==> src/rtl/rstn_seq_pkg.sv <==
// Shared definitions for the staged reset sequencer: FSM state encoding,
// default parameter values and counter sizing helper.
package rstn_seq_pkg;

    typedef enum logic [1:0] {
        SYNC  = 2'd0,
        HOLD  = 2'd1,
        STAGE = 2'd2,
        RUN   = 2'd3
    } state_e;

    localparam int SYNC_DEPTH_DEF = 2;
    localparam int HOLD_CYC_DEF   = 16;
    localparam int GAP_CYC_DEF    = 4;
    localparam int NSTAGE_DEF     = 3;

    // Width able to hold max(a,b) without wrapping; never narrower than 1 bit.
    function automatic int cnt_width(input int a, input int b);
        int m;
        m = (a > b) ? a : b;
        return (m < 1) ? 1 : $clog2(m + 1);
    endfunction

endpackage

==> src/rtl/rstn_sync.sv <==
// Reset synchronizer: asynchronous assertion, DEPTH-flop synchronous
// deassertion. Output goes high after the DEPTH-th rising edge with rstn high.
module rstn_sync #(
    parameter int DEPTH = 2
) (
    input  logic i_clk,
    input  logic i_rstn,
    output logic o_rstn_sync
);

    logic [DEPTH-1:0] r_chain;

    // Shift ones in after release; clear the whole chain the instant rstn drops.
    always_ff @(posedge i_clk or negedge i_rstn) begin
        if (!i_rstn) begin
            r_chain <= '0;
        end else begin
            r_chain <= {r_chain[DEPTH-2:0], 1'b1};
        end
    end

    assign o_rstn_sync = r_chain[DEPTH-1];

endmodule

==> src/rtl/rstn_sequencer.sv <==
// Staged reset sequencer. After a synchronized release of rstn, all stages
// are held for HOLD_CYC cycles, then released one by one (bit 0 first) with
// GAP_CYC idle cycles between releases; rst_done rises with the last one.
// Optional soft reset (compile-time macro RSTN_SEQ_SOFT_EN): soft_req sampled
// in RUN drops every stage and replays the hold/stage sequence without the
// synchronizer delay, ending with a one-cycle soft_ack.
module rstn_sequencer
    import rstn_seq_pkg::*;
#(
    parameter int SYNC_DEPTH = SYNC_DEPTH_DEF,
    parameter int HOLD_CYC   = HOLD_CYC_DEF,
    parameter int GAP_CYC    = GAP_CYC_DEF,
    parameter int NSTAGE     = NSTAGE_DEF
) (
    input  logic              clk,
    input  logic              rstn,
    input  logic              soft_req,
    output logic [NSTAGE-1:0] stage_rstn,
    output logic              rst_done,
    output logic              soft_ack
);

    localparam int CNT_W = cnt_width(HOLD_CYC, GAP_CYC);
    localparam int IDX_W = (NSTAGE < 2) ? 1 : $clog2(NSTAGE);

    localparam logic [CNT_W-1:0] HOLD_C   = CNT_W'(HOLD_CYC);
    localparam logic [CNT_W-1:0] GAP_C    = CNT_W'(GAP_CYC);
    localparam logic [IDX_W-1:0] LAST_IDX = IDX_W'(NSTAGE - 1);

    logic              w_sync_rstn;

    state_e            r_state,  w_state_nx;
    logic [CNT_W-1:0]  r_cnt,    w_cnt_nx;
    logic [IDX_W-1:0]  r_idx,    w_idx_nx;
    logic [NSTAGE-1:0] r_stage,  w_stage_nx;
    logic              r_done,   w_done_nx;
    logic              w_rel;
    logic [IDX_W-1:0]  w_rel_idx;
`ifdef RSTN_SEQ_SOFT_EN
    logic              w_soft_go;
    logic              r_soft;
    logic              r_ack;
`else
    logic              w_unused_soft_req;
`endif

    rstn_sync #(
        .DEPTH (SYNC_DEPTH)
    ) u_sync (
        .i_clk       (clk),
        .i_rstn      (rstn),
        .o_rstn_sync (w_sync_rstn)
    );

    // State, counters and output flops; rstn low clears everything at once.
    always_ff @(posedge clk or negedge rstn) begin
        if (!rstn) begin
            r_state <= SYNC;
            r_cnt   <= '0;
            r_idx   <= '0;
            r_stage <= '0;
            r_done  <= 1'b0;
        end else begin
            r_state <= w_state_nx;
            r_cnt   <= w_cnt_nx;
            r_idx   <= w_idx_nx;
            r_stage <= w_stage_nx;
            r_done  <= w_done_nx;
        end
    end

    // Next-state logic. A "release" of stage k is requested via w_rel/w_rel_idx
    // and applied after the case so SYNC, HOLD and STAGE share one path.
    // Power-on HOLD preloads the counter with 1 because the SYNC cycle that
    // observed the synchronized release already counts; soft HOLD starts at 0
    // since the soft request edge plays that role instead.
    always_comb begin
        w_state_nx = r_state;
        w_cnt_nx   = r_cnt;
        w_idx_nx   = r_idx;
        w_stage_nx = r_stage;
        w_done_nx  = r_done;
        w_rel      = 1'b0;
        w_rel_idx  = '0;
`ifdef RSTN_SEQ_SOFT_EN
        w_soft_go  = 1'b0;
`endif
        case (r_state)
            SYNC: begin
                if (w_sync_rstn) begin
                    if (HOLD_CYC == 0) begin
                        w_rel = 1'b1;
                    end else begin
                        w_state_nx = HOLD;
                        w_cnt_nx   = CNT_W'(1);
                    end
                end
            end
            HOLD: begin
                if (r_cnt == HOLD_C) begin
                    w_rel = 1'b1;
                end else begin
                    w_cnt_nx = r_cnt + CNT_W'(1);
                end
            end
            STAGE: begin
                if (r_cnt == GAP_C) begin
                    w_rel     = 1'b1;
                    w_rel_idx = r_idx + IDX_W'(1);
                end else begin
                    w_cnt_nx = r_cnt + CNT_W'(1);
                end
            end
            RUN: begin
`ifdef RSTN_SEQ_SOFT_EN
                if (soft_req) begin
                    w_soft_go  = 1'b1;
                    w_state_nx = HOLD;
                    w_cnt_nx   = '0;
                    w_idx_nx   = '0;
                    w_stage_nx = '0;
                    w_done_nx  = 1'b0;
                end
`endif
            end
            default: begin
                w_state_nx = SYNC;
            end
        endcase

        if (w_rel) begin
            for (int i = 0; i < NSTAGE; i++) begin
                if (IDX_W'(i) == w_rel_idx) begin
                    w_stage_nx[i] = 1'b1;
                end
            end
            w_idx_nx = w_rel_idx;
            w_cnt_nx = '0;
            if (w_rel_idx == LAST_IDX) begin
                w_state_nx = RUN;
                w_done_nx  = 1'b1;
            end else begin
                w_state_nx = STAGE;
            end
        end
    end

`ifdef RSTN_SEQ_SOFT_EN
    // Track an in-flight soft reset and pulse soft_ack on the edge it re-enters RUN.
    always_ff @(posedge clk or negedge rstn) begin
        if (!rstn) begin
            r_soft <= 1'b0;
            r_ack  <= 1'b0;
        end else begin
            r_ack <= r_soft && (r_state != RUN) && (w_state_nx == RUN);
            if (w_soft_go) begin
                r_soft <= 1'b1;
            end else if (w_state_nx == RUN) begin
                r_soft <= 1'b0;
            end
        end
    end

    assign soft_ack = r_ack;
`else
    assign w_unused_soft_req = soft_req;
    assign soft_ack          = 1'b0;
`endif

    assign stage_rstn = r_stage;
    assign rst_done   = r_done;

endmodule

==> config.mk <==
export PLATFORM = sky130hd
export DESIGN_NAME = rstn_sequencer
export DESIGN_NICKNAME = d
export VERILOG_FILES = /design/src/rtl/rstn_seq_pkg.sv /design/src/rtl/rstn_sync.sv /design/src/rtl/rstn_sequencer.sv
export SDC_FILE = /design/constraint.sdc
export NUM_CORES = 1
export LEC_CHECK = 0
export CORE_UTILIZATION = 55
export CTS_BUF_LIST = sky130_fd_sc_hd__clkbuf_16
export DETAILED_ROUTE_END_ITERATION = 10
export GPL_ROUTABILITY_DRIVEN = 0
export GPL_TIMING_DRIVEN = 0
export PLACE_DENSITY_LB_ADDON = 0.12
export SLEW_MARGIN = 20
export SYNTH_ARGS = -nofsm -noshare
export SYNTH_HDL_FRONTEND = slang
export SYNTH_HIERARCHICAL = 1
export SYNTH_SLANG_ARGS = --single-unit
==> constraint.sdc <==
create_clock -name clk -period 2.5 [get_ports clk]
set_input_delay 0.5 -clock clk [delete_from_list [all_inputs] [get_ports clk]]
set_output_delay 0.5 -clock clk [all_outputs]
set_load 0.005 [all_outputs]
; ---- Yosys cells after proc, flatten, opt, wreduce, memory -nomap -nowiden
; Index checks and enable logic that the tools add are counted.
[op_classes]
addsub = 2
n_mul = 0
div = 0
magnitude_cmp = 0
n_eq_ne = 10
shifts = 0
mux = 14
bitwise = 0
n_reduce_logical = 11
[op_table]
columns = op, count
row1 = two-way mux 5 bit, 4
row2 = one-hot mux 5 bit (3 select lines), 1
row3 = two-way mux 2 bit, 5
row4 = AND reduction 2 bit, 5
row5 = "!= test 3 bit, second input constant", 2
row6 = "adder 5 x 1 -> 5 bit, second input constant", 1
row7 = "equality test 5 x 3 -> 1 bit, second input constant", 1
row8 = "equality test 5 bit, second input constant", 1
row9 = "equality test 2 bit, second input constant", 2
row10 = logical NOT 2 bit, 2
row11 = AND reduction 4 bit, 1
row12 = nonzero test 2 bit, 2
row13 = nonzero test 4 bit, 1
row14 = two-way mux 1 bit, 3
row15 = "!= test 3 x 2 -> 1 bit, second input constant", 1
row16 = "adder 2 x 1 -> 2 bit, second input constant", 1
row17 = "equality test 1 x 2 -> 1 bit, first input constant", 1
row18 = "equality test 2 x 1 -> 1 bit, second input constant", 1
row19 = "equality test 2 bit, first input constant", 1
row20 = one-hot mux 1 bit (2 select lines), 1
[totals]
ff_bits = 15
latch_bits = 0
mem_bits_rw = 0
mem_bits_ro = 0
inputBits = 3
output_inout_bits = 5
elab_cells = 45
mem_count = 0

; ---- Logic depth before layout (Yosys ltp)
; Gate-level depths: netlist of run 1.
[logic_depth]
word_depth = 6
depth_mapped = 6
ltp_nobuf = 6

; ---- By module
; The synthesis of run 1 kept the hierarchy.
[by_module_without_submodules]
columns = module, n_inst, cells_per_inst, area_each_um2, seq_area_each_um2
row1 = rstn_sequencer, 1, 75, 737.0, 300.3
row2 = rstn_sync, 1, 3, 53.8, 50.0

; ---- Worst setup path before layout of run 1
; Ideal clock, no wire load.
[synth_path]
path_kind = reg-to-reg
from = register r_state[0]
to = register r_cnt[3]
setup_time_ns = 0.101
t_arrival_ns = 1.570
required_ns = 2.399
setup_slack_ns = 0.829
path_stages_with_launch = 7
path_buffers = 1
period_less_slack_ns = 1.671
path_cell_list = dfrtp_1 -> inv_1 -> ha_1 -> clkbuf_2 -> o2111ai_2 -> a211o_2 -> o311ai_2
[synth_via]
elab_chain_cells = 4
word_cells_on_any_way = 11
classes_between = eq/ne: 5 / mux: 3 / reduce/logical: 3
[synth_rtl]
columns = item, line
row1 = start: declaration, rstn_sequencer.sv:32  ; state_e r_state, w_state_nx;
row2 = start signal: assignment, rstn_sequencer.sv:64  ; r_state <= w_state_nx;
row3 = equality test 2 bit or equality test 2 x 1 -> 1 bit (tied branches), rstn_sequencer.sv:88  ; case (r_state)
row4 = one-hot mux 1 bit (2 select lines), rstn_sequencer.sv:88
row5 = != test 3 x 2 -> 1 bit (no source line) (tied with other cells), n/a
row6 = AND reduction 4 bit (no source line), n/a
row7 = end signal: assignment, rstn_sequencer.sv:65  ; r_cnt <= w_cnt_nx;
row8 = end: declaration, rstn_sequencer.sv:33  ; logic [CNT_W-1:0] r_cnt, w_cnt_nx;
; Several ways; a longest one is shown, not always the timed one.
; A chain may end at the register's enable or synchronous reset.

; ---- Final worst setup path of run 1
[layout_path]
from = register r_state[1]
to = register r_cnt[3]
; The elaborated chain is that of the path after synthesis.

==> out/qor.csv, run 1 <==
metric,value,unit
drt pass-1 iters,4,
clk_lat worst skew,240,ps
total power,1.07,mW
dpl cells,98,
Yosys reg bits,14,
Synth area leader,dfrtp_1,
Ys Warns,6,
crit path cell chain,inv_1 -> ha_1 -> clkbuf_2 -> o2111ai_2 -> a211o_2 -> o311ai_2,
syn_nets,87,
commonest cells in the netlist,"14 x dfrtp_1, 10 x inv_1, 8 x nand2_1, 6 x ha_1",
Slew HR,59.1,%
Max Clock Skew,1.34,ps
worst-path maximum fanout,8,
cell area after synthesis,791,um^2
Clock transition at path regs,40,ps
total track usage,24.9,%
HPWL Detailed,1100,um
Final ANT Viol Nets,0,
CP bufs+invs,2,
number of synthesized flops with an enable pin,0,
library cells used by synthesis,33,
main combinational cell family by area after synthesis,compound AO/OA/AOI/OAI gates,
worst IR drop on VDD,803,uV
"Avg Cell Area, Syn",10.1,um^2
vias in the first global route,573,
cell area after layout,935,um^2
Syn-to-layout area delta,18.2,%
design internal power,0.691,mW
slowest CP cell,dfrtp_1,
CTS tree,yes,
Die Width,39.9,um
Compound-Gate Fraction of Synth Area,18.8,%
Comb pwr share,39.5,%
Post-CTS Setup Bufs,0,
Fin. Hold Viols,0,
n_diodes,0,
Setup WS post-layout,645,ps
global-route wire length before repair,2420,um
total core area,1320,um^2
die area,1590,um^2
total gr overflow,0,
Mapped Cells,78,
multiplexer share of the synthesized area,1.42,%
initial antenna violation count,0,
hold buffer count at CTS,0,
status,finished clean,
sequential element share of the synthesized area,44.3,%
max cap viols,0,
Port Buffers,5,
Post-Synth XOR/XNOR Area,0,%
cell with the most instances after synthesis,dfrtp_1,
Flop pwr share,33.3,%
crit path DAT,2000,ps
CP endpoint kind,flop,
WS Path Type,reg2reg,
total clock sinks,14,
worst slew pin tran,611,ps
max incr delay on CP,410,ps
Die Ht,39.9,um
Rows,13,
fraction of the cycle the final worst path needs,74.2,%
layout cells sized above 1,16.3,%
placed cell area,860,um^2
Iteration-0 DRC Markers,15,
cts bufs inserted,3,
drt drc,0,
Post-Layout Cell Count,101,
root buffer cell,clkbuf_16,
routed wire length,1510,um
Fmax,539,MHz
Final nets,97,
post-layout min period,1850,ps
area share of fa/ha/maj cells after synthesis,9.49,%
Crit path required time,2650,ps
dominant cells by area after synthesis,"dfrtp_1 44%, ha_1 9.5%, inv_1 4.7%",
Synth Area in Simple Gates,17.7,%
Setup crit start kind,flop,
WL per Instance,15.0,um
pre-CTS setup slack,642,ps
drt via density,5.98,
RSZ-0062 raised after global routing,false,
top cell type's share of synthesized area,44.3,%
# H-tree levels,1,
P_sw,0.381,mW
post-cts sizing count,0,
setup_tns,0,ps
Starting Density,60.0,%
# setup viols final,0,
clock share of power,27.2,%
Via Count,604,
Post-synth ARST share,100,%
static leakage,0.444,nW
Main synth FF type,dfrtp_1,
largest net degree at the start of global routing,15,
pwr/cell area,1150,nW/um^2
Max Slew Vio Count,0,
"CP delay by family, top",compound AO/OA/AOI/OAI gates,
Clock Path Buffers,2,
HP Class,reg2reg,
switching share of power,35.5,%
I/O Pins,8,
## cell type report
cell class / count / area [um^2]
Sequential cell: 14 / 350
Buffer: 3 / 20.0
Timing Repair Buffer: 5 / 50.0
Clock buffer: 3 / 75.1
Fill cell: 88 / 383
Multi-Input combinational cell: 51 / 383
Inverter: 10 / 37.5
Tap cell: 15 / 18.8
## through the flow
| stage | hold slack (ps) | util, % |
|---|---|---|
| after floorplan | 204 | - |
| after global placement | 333 | 65.2 |
| after detailed placement | 337 | 65.2 |
| after CTS | 347 | 70.9 |
| after global routing | 359 | 70.9 |
| final | 344 | 70.9 |
## cells in the final DEF, fill, tap and decap left out, types with 2 or more instances in the layout
master           synthesis  routed
inv_1                   10      10
nand3_1                  3       3
nand2_1                  8       8
o221ai_1                 2       2
ha_1                     6       6
dfrtp_1                 14      14
nand3b_1                 2       2
o21ai_0                  3       3
nor3_1                   2       2
clkbuf_16                0       3
o22ai_1                  2       2
clkdlybuf4s50_1          0       5
conb_1                   2       2
nand2b_1                 2       2
buf_4                    2       2
## state kept, by name, indices dropped and copies added, names as in the netlist
| name | count |
|---|---|
| u_sync/r_chain | 2 |
| r_state | 2 |
| r_cnt | 5 |
| stage_rstn | 3 |
| r_idx | 2 |
## kinds of logic after synthesis
group,after synthesis
other,2
muxes,1
AOI/OAI and AO/OA,18
adders and majority gates,6
buffers and inverters,13
DFF,14
and+or+nand+nor,24
## power by group through the flow
stage	sequential (mW)	combinational, mW	clock (mW)
3_5_place_dp	0.358	0.421	0
3_3_place_gp	0.350	0.404	0
2_1_floorplan	0.342	0.323	0
5_1_grt	0.364	0.475	0.310
4_1_cts	0.356	0.425	0.295
6_report	0.357	0.423	0.292
## path summary, 6_finish.rpt
| check | slack (ps) | endpoint | cells after the start | start |
|---|---|---|---|---|
| max in group asynchronous | 1460 | u_sync/r_chain[0]$_DFF_PN0_ | 1 | rstn |
| worst min-delay path | 340 | u_sync/r_chain[1]$_DFF_PN0_ | 0 | u_sync/r_chain[0]$_DFF_PN0_ |
| worst min register to register | 340 | u_sync/r_chain[1]$_DFF_PN0_ | 0 | u_sync/r_chain[0]$_DFF_PN0_ |
| worst max register to register | 650 | r_cnt[3]$_DFFE_PN0P_ | 6 | r_state[1]$_DFFE_PN0P_ |
| min in group asynchronous | 640 | r_cnt[3]$_DFFE_PN0P_ | 1 | rstn |
| worst max-delay path | 650 | r_cnt[3]$_DFFE_PN0P_ | 6 | r_state[1]$_DFFE_PN0P_ |
## metal layers
layer  track usage (%)  vias to the layer above  part of all wire (%)  wire length [um]
met2              39.9                       15                    48               723
li1                  -                      290                     -                 -
met3              7.95                        5                   4.2                64
met1              28.6                      294                    46               696
met5                 0                        -                     0                 0
met4              14.7                        0                   1.9                28
(Power assumes the default switching activity.)
==> inputs of run 2 (changes only) <==
--- a/config.mk
+++ b/config.mk
@@ -5,7 +5,7 @@
 export SDC_FILE = /design/constraint.sdc
 export NUM_CORES = 1
 export LEC_CHECK = 0
-export CORE_UTILIZATION = 55
+export CORE_UTILIZATION = 53
 export CTS_BUF_LIST = sky130_fd_sc_hd__clkbuf_16
 export DETAILED_ROUTE_END_ITERATION = 10
 export GPL_ROUTABILITY_DRIVEN = 0
==> constraint.sdc (replaced) <==
create_clock -name clk -period 1.88 [get_ports clk]
set_input_delay 0.376 -clock clk [delete_from_list [all_inputs] [get_ports clk]]
set_output_delay 0.376 -clock clk [all_outputs]
set_load 0.005 [all_outputs]
==> run 2 against run 1 <==
- global-route usage down 1.9 points
- clock-buffer cell count stayed put
- sequential power grew 30%
- critical path type unchanged
- register-to-register slack worse by 520 ps
- first-iteration DRC count is 110% higher
- combinational power grew 42%
- die area rose by 3.6%
- critical path depth unchanged
- final cell count is 2.0% higher
- hold slack gained 11 ps
==> out/qor.csv, run 2 (same netlist as run 1, synthesis figures left out) <==
metric,value,unit
total core area,1350,um^2
Setup WS post-layout,125,ps
CTS tree,yes,
worst IR drop on VDD,1100,uV
post-layout min period,1760,ps
worst-path maximum fanout,5,
Setup crit start kind,flop,
status,finished clean,
Clock Path Buffers,2,
setup_tns,0,ps
drt drc,0,
global-route wire length before repair,2320,um
RSZ-0062 raised after global routing,false,
drt pass-1 iters,4,
crit path DAT,1900,ps
dpl cells,98,
worst slew pin tran,598,ps
max incr delay on CP,420,ps
vias in the first global route,525,
pre-CTS setup slack,50.9,ps
CP endpoint kind,flop,
WL per Instance,14.8,um
most frequent cells in the layout,"14 x dfrtp_1, 10 x inv_1, 8 x nand2_1, 6 x ha_1, 5 x clkdlybuf4s50_1",
HPWL Detailed,1080,um
n_diodes,0,
Fmax,570,MHz
HP Class,reg2reg,
crit path cell chain,inv_1 -> ha_1 -> nand2b_2 -> o221ai_1 -> a211o_2 -> o311ai_2,
"CP delay by family, top",compound AO/OA/AOI/OAI gates,
clk_lat worst skew,240,ps
Post-Layout Cell Count,103,
total gr overflow,0,
Final ANT Viol Nets,0,
Clock transition at path regs,40,ps
Slew HR,60.0,%
Starting Density,58.6,%
static leakage,0.452,nW
Syn-to-layout area delta,20.4,%
Fin. Hold Viols,0,
slowest CP cell,a211o_2,
Die Width,40.6,um
largest net degree at the start of global routing,15,
Fin Hold WS,355,ps
Max Slew Vio Count,0,
Rows,13,
Crit path required time,2020,ps
"most common cell after layout, fill and taps aside",dfrtp_1,
initial antenna violation count,0,
Max Clock Skew,0.711,ps
WS Path Type,reg2reg,
Iteration-0 DRC Markers,32,
root buffer cell,clkbuf_16,
# H-tree levels,1,
CP bufs+invs,1,
R2R setup slack,120,ps
Die Ht,40.6,um
Via Count,595,
pwr/cell area,1530,nW/um^2
routed wire length,1520,um
Reg with most FFs,r_cnt,
fraction of the cycle the final worst path needs,93.4,%
Port Buffers,5,
# setup viols final,0,
total clock sinks,14,
drt via density,5.78,
Final nets,98,
I/O Pins,8,
total track usage,23.0,%
die area,1650,um^2
max FFs per register,5,
cts bufs inserted,3,
layout cells sized above 1,18.2,%
max cap viols,0,
[run 2: routing by layer]
layer  part of all wire (%)  vias up  global-route usage, %
li1                       -      294                      -
met1                     47      276                   30.9
met2                     46       23                   34.1
met3                    6.4        2                   6.52
met4                   0.39        0                   10.8
met5                      0        -                      0
[run 2: where the power goes]
part	internal [mW]	switching, mW
Combinational	0.274	0.327
Sequential	0.386	0.0770
Clock	0.280	0.113
[run 2: worst reg2reg max path: stages (launching register included)]
cell and delay (ps):
dfrtp_1 390, inv_1 60, ha_1 220, nand2b_2 130
o221ai_1 190, a211o_2 420, o311ai_2 250
[run 2: worst paths after layout]
check / end / startpoint / cells past startpoint
max in group asynchronous: r_cnt[2]$_DFFE_PN0P_ / rstn / 1
max: r_cnt[3]$_DFFE_PN0P_ / r_cnt[0]$_DFFE_PN0P_ / 6
min in group asynchronous: r_cnt[3]$_DFFE_PN0P_ / rstn / 1
max reg2reg: r_cnt[3]$_DFFE_PN0P_ / r_cnt[0]$_DFFE_PN0P_ / 6
min reg2reg: u_sync/r_chain[1]$_DFF_PN0_ / u_sync/r_chain[0]$_DFF_PN0_ / 0
min: u_sync/r_chain[1]$_DFF_PN0_ / u_sync/r_chain[0]$_DFF_PN0_ / 0
[run 2: metrics by stage]
| stage | util, % | total power [mW] | instance area, um^2 |
|---|---|---|---|
| global placement | 63.7 | 1.00 | 860 |
| floorplan | - | 0.884 | 791 |
| detailed placement | 63.7 | 1.03 | 860 |
| finish | 70.5 | 1.46 | 952 |
| CTS | 69.5 | 1.44 | 938 |
| global route | 70.5 | 1.57 | 952 |
[run 2: layout make-up]
| cell class | count | area, um^2 |
|---|---|---|
| buffer | 3 | 22.5 |
| fill | 103 | 398 |
| clock buffer | 3 | 75.1 |
| clock inverter | 1 | 3.75 |
| sequential | 14 | 350 |
| multi-input combinational | 51 | 387 |
| timing repair buffer | 6 | 57.6 |
| inverter | 10 | 37.5 |
| tap | 15 | 18.8 |
[run 2: timing repair]
action                     in CTS  in global routing
buffers inserted                0                  1
gates resized for setup         0                  3
setup endpoints to repair       0                  2
hold buffers                    0                  0
